===== src/rtl/lcd_ctrl_pkg.sv =====
// Command encodings and FSM state codes shared by the parametrised LCD controller
// and its window ALU.
package lcd_ctrl_pkg;

  localparam logic [3:0] CMD_WRITE  = 4'h0;
  localparam logic [3:0] CMD_UP     = 4'h1;
  localparam logic [3:0] CMD_DOWN   = 4'h2;
  localparam logic [3:0] CMD_LEFT   = 4'h3;
  localparam logic [3:0] CMD_RIGHT  = 4'h4;
  localparam logic [3:0] CMD_AVG    = 4'h5;
  localparam logic [3:0] CMD_MIRX   = 4'h6;
  localparam logic [3:0] CMD_MIRY   = 4'h7;
  localparam logic [3:0] CMD_ORIGIN = 4'h8;
  localparam logic [3:0] CMD_ENH    = 4'h9;
  localparam logic [3:0] CMD_DEC    = 4'hA;
  localparam logic [3:0] CMD_THR    = 4'hB;
  localparam logic [3:0] CMD_ITHR   = 4'hC;
  localparam logic [3:0] CMD_ROTCW  = 4'hD;
  localparam logic [3:0] CMD_ROTCCW = 4'hE;
  localparam logic [3:0] CMD_NOP    = 4'hF;

  typedef logic [2:0] state_t;

  localparam state_t S_LOAD  = 3'd0;
  localparam state_t S_IDLE  = 3'd1;
  localparam state_t S_EXEC  = 3'd2;
  localparam state_t S_WRITE = 3'd3;
  localparam state_t S_DONE  = 3'd4;

endpackage


===== src/rtl/lcd_win_alu.sv =====
// Combinational 2x2 window processor: average, saturating add/sub, thresholds, mirrors.
// Window rotation (cmd D/E) is compiled in only when LCD_ROTATE_EN is defined.
module lcd_win_alu
  import lcd_ctrl_pkg::*;
#(
  parameter int DW = 8
) (
  input  logic [3:0]    cmd,
  input  logic [DW-1:0] tl,
  input  logic [DW-1:0] tr,
  input  logic [DW-1:0] bl,
  input  logic [DW-1:0] br,
  output logic [DW-1:0] tl_n,
  output logic [DW-1:0] tr_n,
  output logic [DW-1:0] bl_n,
  output logic [DW-1:0] br_n,
  output logic          we
);

  localparam logic [DW-1:0] PMAX = '1;
  localparam logic [DW-1:0] MID  = DW'(1) << (DW - 1);
  localparam logic [DW-1:0] STEP = DW'(1) << (DW - 2);

  function automatic logic [DW-1:0] px_op(input logic [3:0] op, input logic [DW-1:0] p);
    logic [DW:0] s;
    s = {1'b0, p} + {1'b0, STEP};
    case (op)
      CMD_ENH:  px_op = s[DW] ? PMAX : s[DW-1:0];
      CMD_DEC:  px_op = (p < STEP) ? '0 : p - STEP;
      CMD_THR:  px_op = (p > MID) ? PMAX : '0;
      CMD_ITHR: px_op = (p < MID) ? PMAX : '0;
      default:  px_op = p;
    endcase
  endfunction

  // Sum of four pixels needs two extra bits; dropping them is floor(sum/4).
  logic [DW+1:0] sum;
  assign sum = {2'b00, tl} + {2'b00, tr} + {2'b00, bl} + {2'b00, br};

  always_comb begin
    // NOTE: every output gets a default first so no path leaves one unassigned (no latch).
    tl_n = tl;
    tr_n = tr;
    bl_n = bl;
    br_n = br;
    we   = 1'b0;
    case (cmd)
      CMD_AVG: begin
        tl_n = sum[DW+1:2];
        tr_n = sum[DW+1:2];
        bl_n = sum[DW+1:2];
        br_n = sum[DW+1:2];
        we   = 1'b1;
      end
      CMD_MIRX: begin
        tl_n = bl;
        tr_n = br;
        bl_n = tl;
        br_n = tr;
        we   = 1'b1;
      end
      CMD_MIRY: begin
        tl_n = tr;
        tr_n = tl;
        bl_n = br;
        br_n = bl;
        we   = 1'b1;
      end
      CMD_ENH, CMD_DEC, CMD_THR, CMD_ITHR: begin
        tl_n = px_op(cmd, tl);
        tr_n = px_op(cmd, tr);
        bl_n = px_op(cmd, bl);
        br_n = px_op(cmd, br);
        we   = 1'b1;
      end
`ifdef LCD_ROTATE_EN
      CMD_ROTCW: begin
        tl_n = bl;
        tr_n = tl;
        bl_n = br;
        br_n = tr;
        we   = 1'b1;
      end
      CMD_ROTCCW: begin
        tl_n = tr;
        tr_n = br;
        bl_n = tl;
        br_n = bl;
        we   = 1'b1;
      end
`else
`endif
      default: ;
    endcase
  end

endmodule


===== src/rtl/lcd_ctrl_param.sv =====
// Parametrised image display controller: loads IROM into a buffer, runs host window
// commands through lcd_win_alu, then streams the buffer to IRB. Rotation: LCD_ROTATE_EN.
module lcd_ctrl_param
  import lcd_ctrl_pkg::*;
#(
  parameter int IMG_W  = 8,
  parameter int IMG_H  = 8,
  parameter int DW     = 8,
  parameter int INIT_X = IMG_W / 2 - 1,
  parameter int INIT_Y = IMG_H / 2 - 1,
  localparam int N     = IMG_W * IMG_H,
  localparam int AW    = $clog2(N)
) (
  input  logic          clk,
  input  logic          reset,
  input  logic [3:0]    cmd,
  input  logic          cmd_valid,
  output logic          busy,
  output logic          done,
  output logic          IROM_EN,
  output logic [AW-1:0] IROM_A,
  input  logic [DW-1:0] IROM_Q,
  output logic          IRB_RW,
  output logic [AW-1:0] IRB_A,
  output logic [DW-1:0] IRB_D
);

  localparam int XW = $clog2(IMG_W);
  localparam int YW = $clog2(IMG_H);
  localparam int CW = AW + 1;

  localparam logic [CW-1:0] CNT_N        = CW'(N);
  localparam logic [CW-1:0] CNT_LOAD_END = CW'(N + 1);
  localparam logic [XW-1:0] X_MAX        = XW'(IMG_W - 2);
  localparam logic [YW-1:0] Y_MAX        = YW'(IMG_H - 2);
  localparam logic [XW-1:0] X_INIT       = XW'(INIT_X);
  localparam logic [YW-1:0] Y_INIT       = YW'(INIT_Y);

  state_t        state;
  logic [CW-1:0] cnt;
  logic [3:0]    cmd_q;
  logic [XW-1:0] x;
  logic [YW-1:0] y;

  logic [DW-1:0] buffer [N];

  // Power-of-two dimensions make y*IMG_W+x a plain concatenation.
  logic [AW-1:0] a_tl, a_tr, a_bl, a_br;
  assign a_tl = {y, x};
  assign a_tr = {y, x + 1'b1};
  assign a_bl = {y + 1'b1, x};
  assign a_br = {y + 1'b1, x + 1'b1};

  logic [AW-1:0] cnt_addr, cap_addr;
  assign cnt_addr = AW'(cnt);
  // IROM data for address a arrives two edges after the edge that drove a.
  assign cap_addr = AW'(cnt - CW'(2));

  logic [DW-1:0] tl_n, tr_n, bl_n, br_n;
  logic          alu_we;

  lcd_win_alu #(.DW(DW)) u_alu (
    .cmd  (cmd_q),
    .tl   (buffer[a_tl]),
    .tr   (buffer[a_tr]),
    .bl   (buffer[a_bl]),
    .br   (buffer[a_br]),
    .tl_n (tl_n),
    .tr_n (tr_n),
    .bl_n (bl_n),
    .br_n (br_n),
    .we   (alu_we)
  );

  // NOTE: state registers use non-blocking assignments so all of them sample pre-edge values.
  always_ff @(posedge clk or negedge reset) begin
    if (!reset) begin
      state   <= S_LOAD;
      cnt     <= '0;
      cmd_q   <= CMD_NOP;
      x       <= X_INIT;
      y       <= Y_INIT;
      busy    <= 1'b1;
      done    <= 1'b0;
      IROM_EN <= 1'b1;
      IROM_A  <= '0;
      IRB_RW  <= 1'b1;
      IRB_A   <= '0;
      IRB_D   <= '0;
    end else begin
      case (state)
        S_LOAD: begin
          if (cnt < CNT_N) begin
            IROM_EN <= 1'b0;
            IROM_A  <= cnt_addr;
          end else begin
            IROM_EN <= 1'b1;
          end
          if (cnt == CNT_LOAD_END) begin
            state <= S_IDLE;
            busy  <= 1'b0;
            cnt   <= '0;
          end else begin
            cnt <= cnt + 1'b1;
          end
        end

        S_IDLE: begin
          if (cmd_valid) begin
            cmd_q <= cmd;
            busy  <= 1'b1;
            if (cmd == CMD_WRITE) begin
              state  <= S_WRITE;
              IRB_RW <= 1'b0;
              IRB_A  <= '0;
              IRB_D  <= buffer[0];
              cnt    <= CW'(1);
            end else begin
              state <= S_EXEC;
            end
          end
        end

        S_EXEC: begin
          state <= S_IDLE;
          busy  <= 1'b0;
          case (cmd_q)
            CMD_UP:     if (y != '0)    y <= y - 1'b1;
            CMD_DOWN:   if (y != Y_MAX) y <= y + 1'b1;
            CMD_LEFT:   if (x != '0)    x <= x - 1'b1;
            CMD_RIGHT:  if (x != X_MAX) x <= x + 1'b1;
            CMD_ORIGIN: begin
              x <= X_INIT;
              y <= Y_INIT;
            end
            default: ;
          endcase
        end

        S_WRITE: begin
          if (cnt == CNT_N) begin
            state  <= S_DONE;
            IRB_RW <= 1'b1;
            IRB_D  <= '0;
            done   <= 1'b1;
            busy   <= 1'b0;
          end else begin
            IRB_A <= cnt_addr;
            IRB_D <= buffer[cnt_addr];
            cnt   <= cnt + 1'b1;
          end
        end

        S_DONE: ;

        default: begin
          state <= S_LOAD;
          cnt   <= '0;
          busy  <= 1'b1;
        end
      endcase
    end
  end

  // NOTE: the pixel buffer has no reset; LOAD overwrites every location before it is read.
  always_ff @(posedge clk) begin
    if (state == S_LOAD && cnt >= CW'(2)) begin
      buffer[cap_addr] <= IROM_Q;
    end else if (state == S_EXEC && alu_we) begin
      buffer[a_tl] <= tl_n;
      buffer[a_tr] <= tr_n;
      buffer[a_bl] <= bl_n;
      buffer[a_br] <= br_n;
    end
  end

endmodule

===== config.mk =====
export PLATFORM = sky130hd
export DESIGN_NAME = lcd_ctrl_param
export DESIGN_NICKNAME = d
export VERILOG_FILES = /design/src/rtl/lcd_ctrl_pkg.sv /design/src/rtl/lcd_win_alu.sv /design/src/rtl/lcd_ctrl_param.sv
export SDC_FILE = /design/constraint.sdc
export NUM_CORES = 2
export LEC_CHECK = 0
export ABC_AREA = 0
export CORE_AREA = 2 2 549 333
export DETAILED_ROUTE_END_ITERATION = 12
export DIE_AREA = 0 0 551 335
export PLACE_DENSITY = 0.47
export SYNTH_ARGS = -nofsm -noshare
export SYNTH_HDL_FRONTEND = slang
export SYNTH_HIERARCHICAL = 1
export SYNTH_SLANG_ARGS = --single-unit

===== constraint.sdc =====
create_clock -name clk -period 19.15 [get_ports clk]
set_input_delay 5.745 -clock clk [delete_from_list [all_inputs] [get_ports clk]]
set_output_delay 5.745 -clock clk [all_outputs]
set_load 0.02 [all_outputs]

# Word-level counts from Yosys, hierarchy flattened
# Memory sizes are Yosys's and may differ from the RTL's.
# Cells that the tools add are included.
[op_classes]
div_mod_pow = 0
mux = 66
n_eq_ne = 29
n_reduce_logical = 23
magnitude_cmp = 14
mul = 0
shifts = 0
addsub = 17
n_bitwise = 2
[op_table]
columns = ["operator", "n"]
rows = [
  ["$pmux 8 s4", 8],
  ["$mux 8", 20],
  ["$add 8x7->9 const B", 4],
  ["$gt 8x8->1 const B", 4],
  ["$lt 8x7->1 const B", 4],
  ["$lt 8x8->1 const B", 4],
  ["$sub 8x7->8 const B", 4],
  ["$mux 7", 4],
  ["$pmux 7 s4", 1],
  ["$mux 6", 4],
  ["$reduce_and 4->1", 6],
  ["$mux 3", 7],
  ["$add 10x8->10", 2],
  ["$eq 4x4->1 const B", 5],
  ["$ne 2x2->1 const B", 9],
  ["$pmux 3 s3", 2],
  ["$eq 4x3->1 const B", 4],
  ["$pmux 8 s2", 1],
  ["$mux 1", 15],
  ["$pmux 3 s5", 1],
  ["$eq 7x7->1 const B", 2],
  ["$pmux 6 s2", 1],
  ["$reduce_bool 3->1", 4],
  ["$add 8x8->9", 1],
  ["25 further kinds", 34],
]
[word_totals]
in_bits = 15
word_cells = 164
ram_bits = 512
latchBits = 0
out_inout_bits = 24
memories = 1
register_bits = 44
mem_bits_ro = 0
[mem_list]
columns = ["name", "words", "word_bits", "rd", "rd_clocked_by_memory_dff", "write_ports", "line_no", "rtl"]
rows = [
  ["buffer", 64, 8, 6, 0, 4, "lcd_ctrl_param.sv:45", "logic [DW-1:0] buffer [N];"],
]

# Longest topological paths before layout
[logic_depth]
word_depth = 9
mapped_depth = 36

# Modules after synthesis
# Netlist, hierarchy kept.
[modules_own_cells]
columns = ["mod", "area_per_inst_um2", "cells_per_inst", "n_inst"]
rows = [
  ["lcd_ctrl_param", 51119.0, 5594, 1],
  ["lcd_win_alu", 2373.5, 361, 1],
]

# Least setup slack after synthesis
# Ideal clock, no wire load.
[synth_timing]
path_type = "reg2reg"
startpoint = "register x[0]"
endpoint = "memory buffer[37][5] (data pin)"
synth_period_minus_slack_ns = 7.465
required_ns = 18.889
setup_ns = 0.261
stages_incl_launch_ff = 33
arrival_time_ns = 7.204
setup_slack_ns = 11.685
path_buffers = 10
cell_sequence = "dfstp_2 > clkbuf_2 > buf_2 > inv_1 > buf_2 > buf_2 > buf_1 > ha_1 > buf_2 > buf_2 > buf_2 > mux2_2 > a221oi_1 > a2bb2oi_1 > o22ai_1 > a221oi_1 > o41ai_1 > fa_1 > fa_1 > and3_1 > fa_1 > a21o_1 > a31o_2 > a211o_1 > nand3_1 > nand3_1 > mux2_2 > clkbuf_1 > clkbuf_1 > mux2i_1 > nor2_1 > a21oi_1 > a21oi_1"
[synth_lines]
columns = ["element", "line_no", "rtl"]
rows = [
  ["from (decl)", "lcd_ctrl_param.sv:42", "logic [XW-1:0] x;"],
  ["from (signal assigned)", "lcd_ctrl_param.sv:130", "CMD_LEFT: if (x != '0) x <= x - 1'b1;"],
  ["from (signal assigned)", "lcd_ctrl_param.sv:131", "CMD_RIGHT: if (x != X_MAX) x <= x + 1'b1;"],
  ["to (decl)", "lcd_ctrl_param.sv:45", ""],
]

==> results.cfg <==
[global_routing]
grt_pass1_wl_mm = 462
first_global_vias = 48500
grt_util_all_layers_pct = 36.5
antenna_found_initial = 42
grt-ovfl-total = 0
grt_max_degree = 88

[timing]
fin_skew_ns = 0.0509
hold_violations = 0
fin_setup_tns_ns = 0
min_period_ns = 11.16
fmax_ghz = 0.0896
setup_violations = 0
drv_slew = 1
tightestPinTransition_ns = 1.50
rsz0062_at_grt = false
timing.final.crit_share_pct = 58.3
slew_headroom_pct = -0.155

[die]
die_h_um = 335
initial_core_util_pct = 29.7
core-area_um2 = 180000
die-area_um2 = 185000
io_pins = 39
fp-row-count = 121
die_w_um = 551

[worst_hold_path]
hold_class = reg2reg

[worst_setup_path]
end_kind = register
cp-start-kind = register
crit_type = reg2reg
critical_path_peak_fanout = 77
cp.required_ns = 19.68
crit_arrival_ns = 11.69

[clock_tree]
clkTransAtPathRegs_ns = 0.07
clk-insertion-delay-late_ns = 0.73
cts_tree = yes
cts_buffers = 61
clockBufferDepth = 3
cts_sinks = 556
root_buffer = clkbuf_16
cts_setup_buffers = 0
cts-htree-levels = 2
hold_buffers = 0
cts.repair.resized = 0

[synthesis]
yosys_warnings = 6
synth_area_um2 = 53500
synth_ff_type = edfxtp_1
synth_area_leaders = edfxtp_1, mux2i_1, mux4_2
synth_top_area_cell = edfxtp_1
postSynthNetCount = 6007
synth-edff-count = 512
synth_cells = 5955
ys_seq_area_share_pct = 30.8
synthArstFlopShare_pct = 7.91
post_synth.cell_area_avg_um2 = 8.98
synth-seq-cells = 556
yosysTopAreaCellShare_pct = 28.7
synth_cell_types = 94

[outcome]
violations = max-capacitance violations, max-slew violations
status = complete, but fails checks

[cells_and_area]
fin_util_pct = 32.2
layout-drive-gt1-share_pct = 13.7
final_cell_mix = nand2_1, mux2i_1, nor2_1, edfxtp_1, a21oi_1
final_common_cell = nand2_1
nets = 5618
area_growth_pct = 8.30

[route]
via_per_inst = 6.94
wl_per_cell_um = 43.4
drt_iter0_drc = 11000
vias = 55800
ant_nets = 0
drc = 0
first_pass_iters = 7
routed_wl_mm = 349

[place]
io_buffers = 38
gp_congestion = 1.08
dp_hpwl_mm = 237

[run]
maxCapViolCount = 1
==> flip-flops by register name, indices dropped and copies added (netlist names), 3 cells and up <==
signal and count:
buffer 512, IRB_D 8, cnt 7, IRB_A 6
IROM_A 6, cmd_q 4, state 3, x 3
y 3
==> cell families (layout without fill, tap and decap cells) <==
logic type	Yosys count	after routing	share of synthesized area [%]
buffers and inverters	793	451	6.46
adder cells (fa/ha/maj)	37	37	1.09
flip-flops	556	556	30.8
AND/OR/NAND/NOR	1866	1866	16.1
multiplexers	896	896	21.8
XOR/XNOR	14	14	0.271
AO/OA/AOI/OAI	1793	1793	23.5
other	0	24	0
==> synth_stat cells (all sizes together) (36+ instances only) <==
cell type and n:
nand2 720, nor2 602, mux2i 598, edfxtp 512
a21oi 403, o211ai 386, clkbuf 343, buf 330
o21a 278, mux4 204, nand3 162, nand2b 127
a31oi 113, inv 113, mux2 94, a221oi 92
o21ai 81, o2111ai 74, a22oi 65, o22ai 57
nor3 48, nand3b 36
==> layer usage <==
layer | vias to the layer above | track usage [%] | routed length (µm)
met3 | 887 | 18.4 | 59600
li1 | 21900 | - | -
met1 | 27900 | 52.0 | 146000
met5 | - | 0.0523 | 666
met2 | 5032 | 45.2 | 127000
met4 | 54 | 14.6 | 15900
==> metrics by stage <==
stage / setup WS [ns] / hold WS, ns / std cells / cell area, µm²
finish: 7.99 / 0.460 / 8035 / 57900
global route: 8.02 / 0.493 / 8012 / 57900
CTS: 8.38 / 0.462 / 8011 / 57900
detailed placement: 8.45 / 0.451 / 7901 / 55900
global placement: 8.60 / 0.450 / 7901 / 55900
floorplan: 11.69 / 0.492 / 5955 / 53500
==> final cells by class <==
class | count | area, µm²
fill | 18600 | 122000
inverter | 120 | 452
clock buffer | 72 | 1630
timing repair buffer | 221 | 1800
sequential | 556 | 16500
tap | 2398 | 3000
clock inverter | 38 | 323
antenna | 24 | 60.1
multi-input combinational | 4606 | 34200
==> path summary, 6_finish.rpt <==
| path | from | end | slack (ns) | cells after the start |
|---|---|---|---|---|
| worst max register to register | x[1] | buffer[54][4] | 7.99 | 27 |
| min in group asynchronous | reset | IRB_D[7] | 5.14 | 2 |
| max in group asynchronous | reset | x[2] | 13.49 | 2 |
| worst min-delay path | IROM_EN | IROM_EN | 0.46 | 2 |
| worst max-delay path | x[1] | buffer[54][4] | 7.99 | 27 |
| worst min register to register | IROM_EN | IROM_EN | 0.46 | 2 |
==> critical path, cell delays in order (launching register included) <==
cell and delay (ns):
dfstp_4 0.95, buf_12 0.39, ha_1 0.47, xor2_4 0.16, buf_4 0.63, buf_4 0.81
nor3_1 0.11, nor4_1 1.20, mux2i_1 0.36, a21oi_1 0.56, a22oi_1 0.18, buf_4 0.25
inv_1 0.14, fa_1 0.45, fa_1 0.49, inv_1 0.04, ha_1 0.31, nor2_1 0.07
a211oi_1 0.44, or3_1 0.18, nand3_1 0.34, a32oi_4 0.31, buf_4 0.77, buf_4 0.65
nor2_1 0.11, nor3_1 0.19, a21oi_1 0.06, a21oi_1 0.20
Power is not shown: default switching activity piles up to over one toggle a cycle in this logic, so the estimate is an artifact.
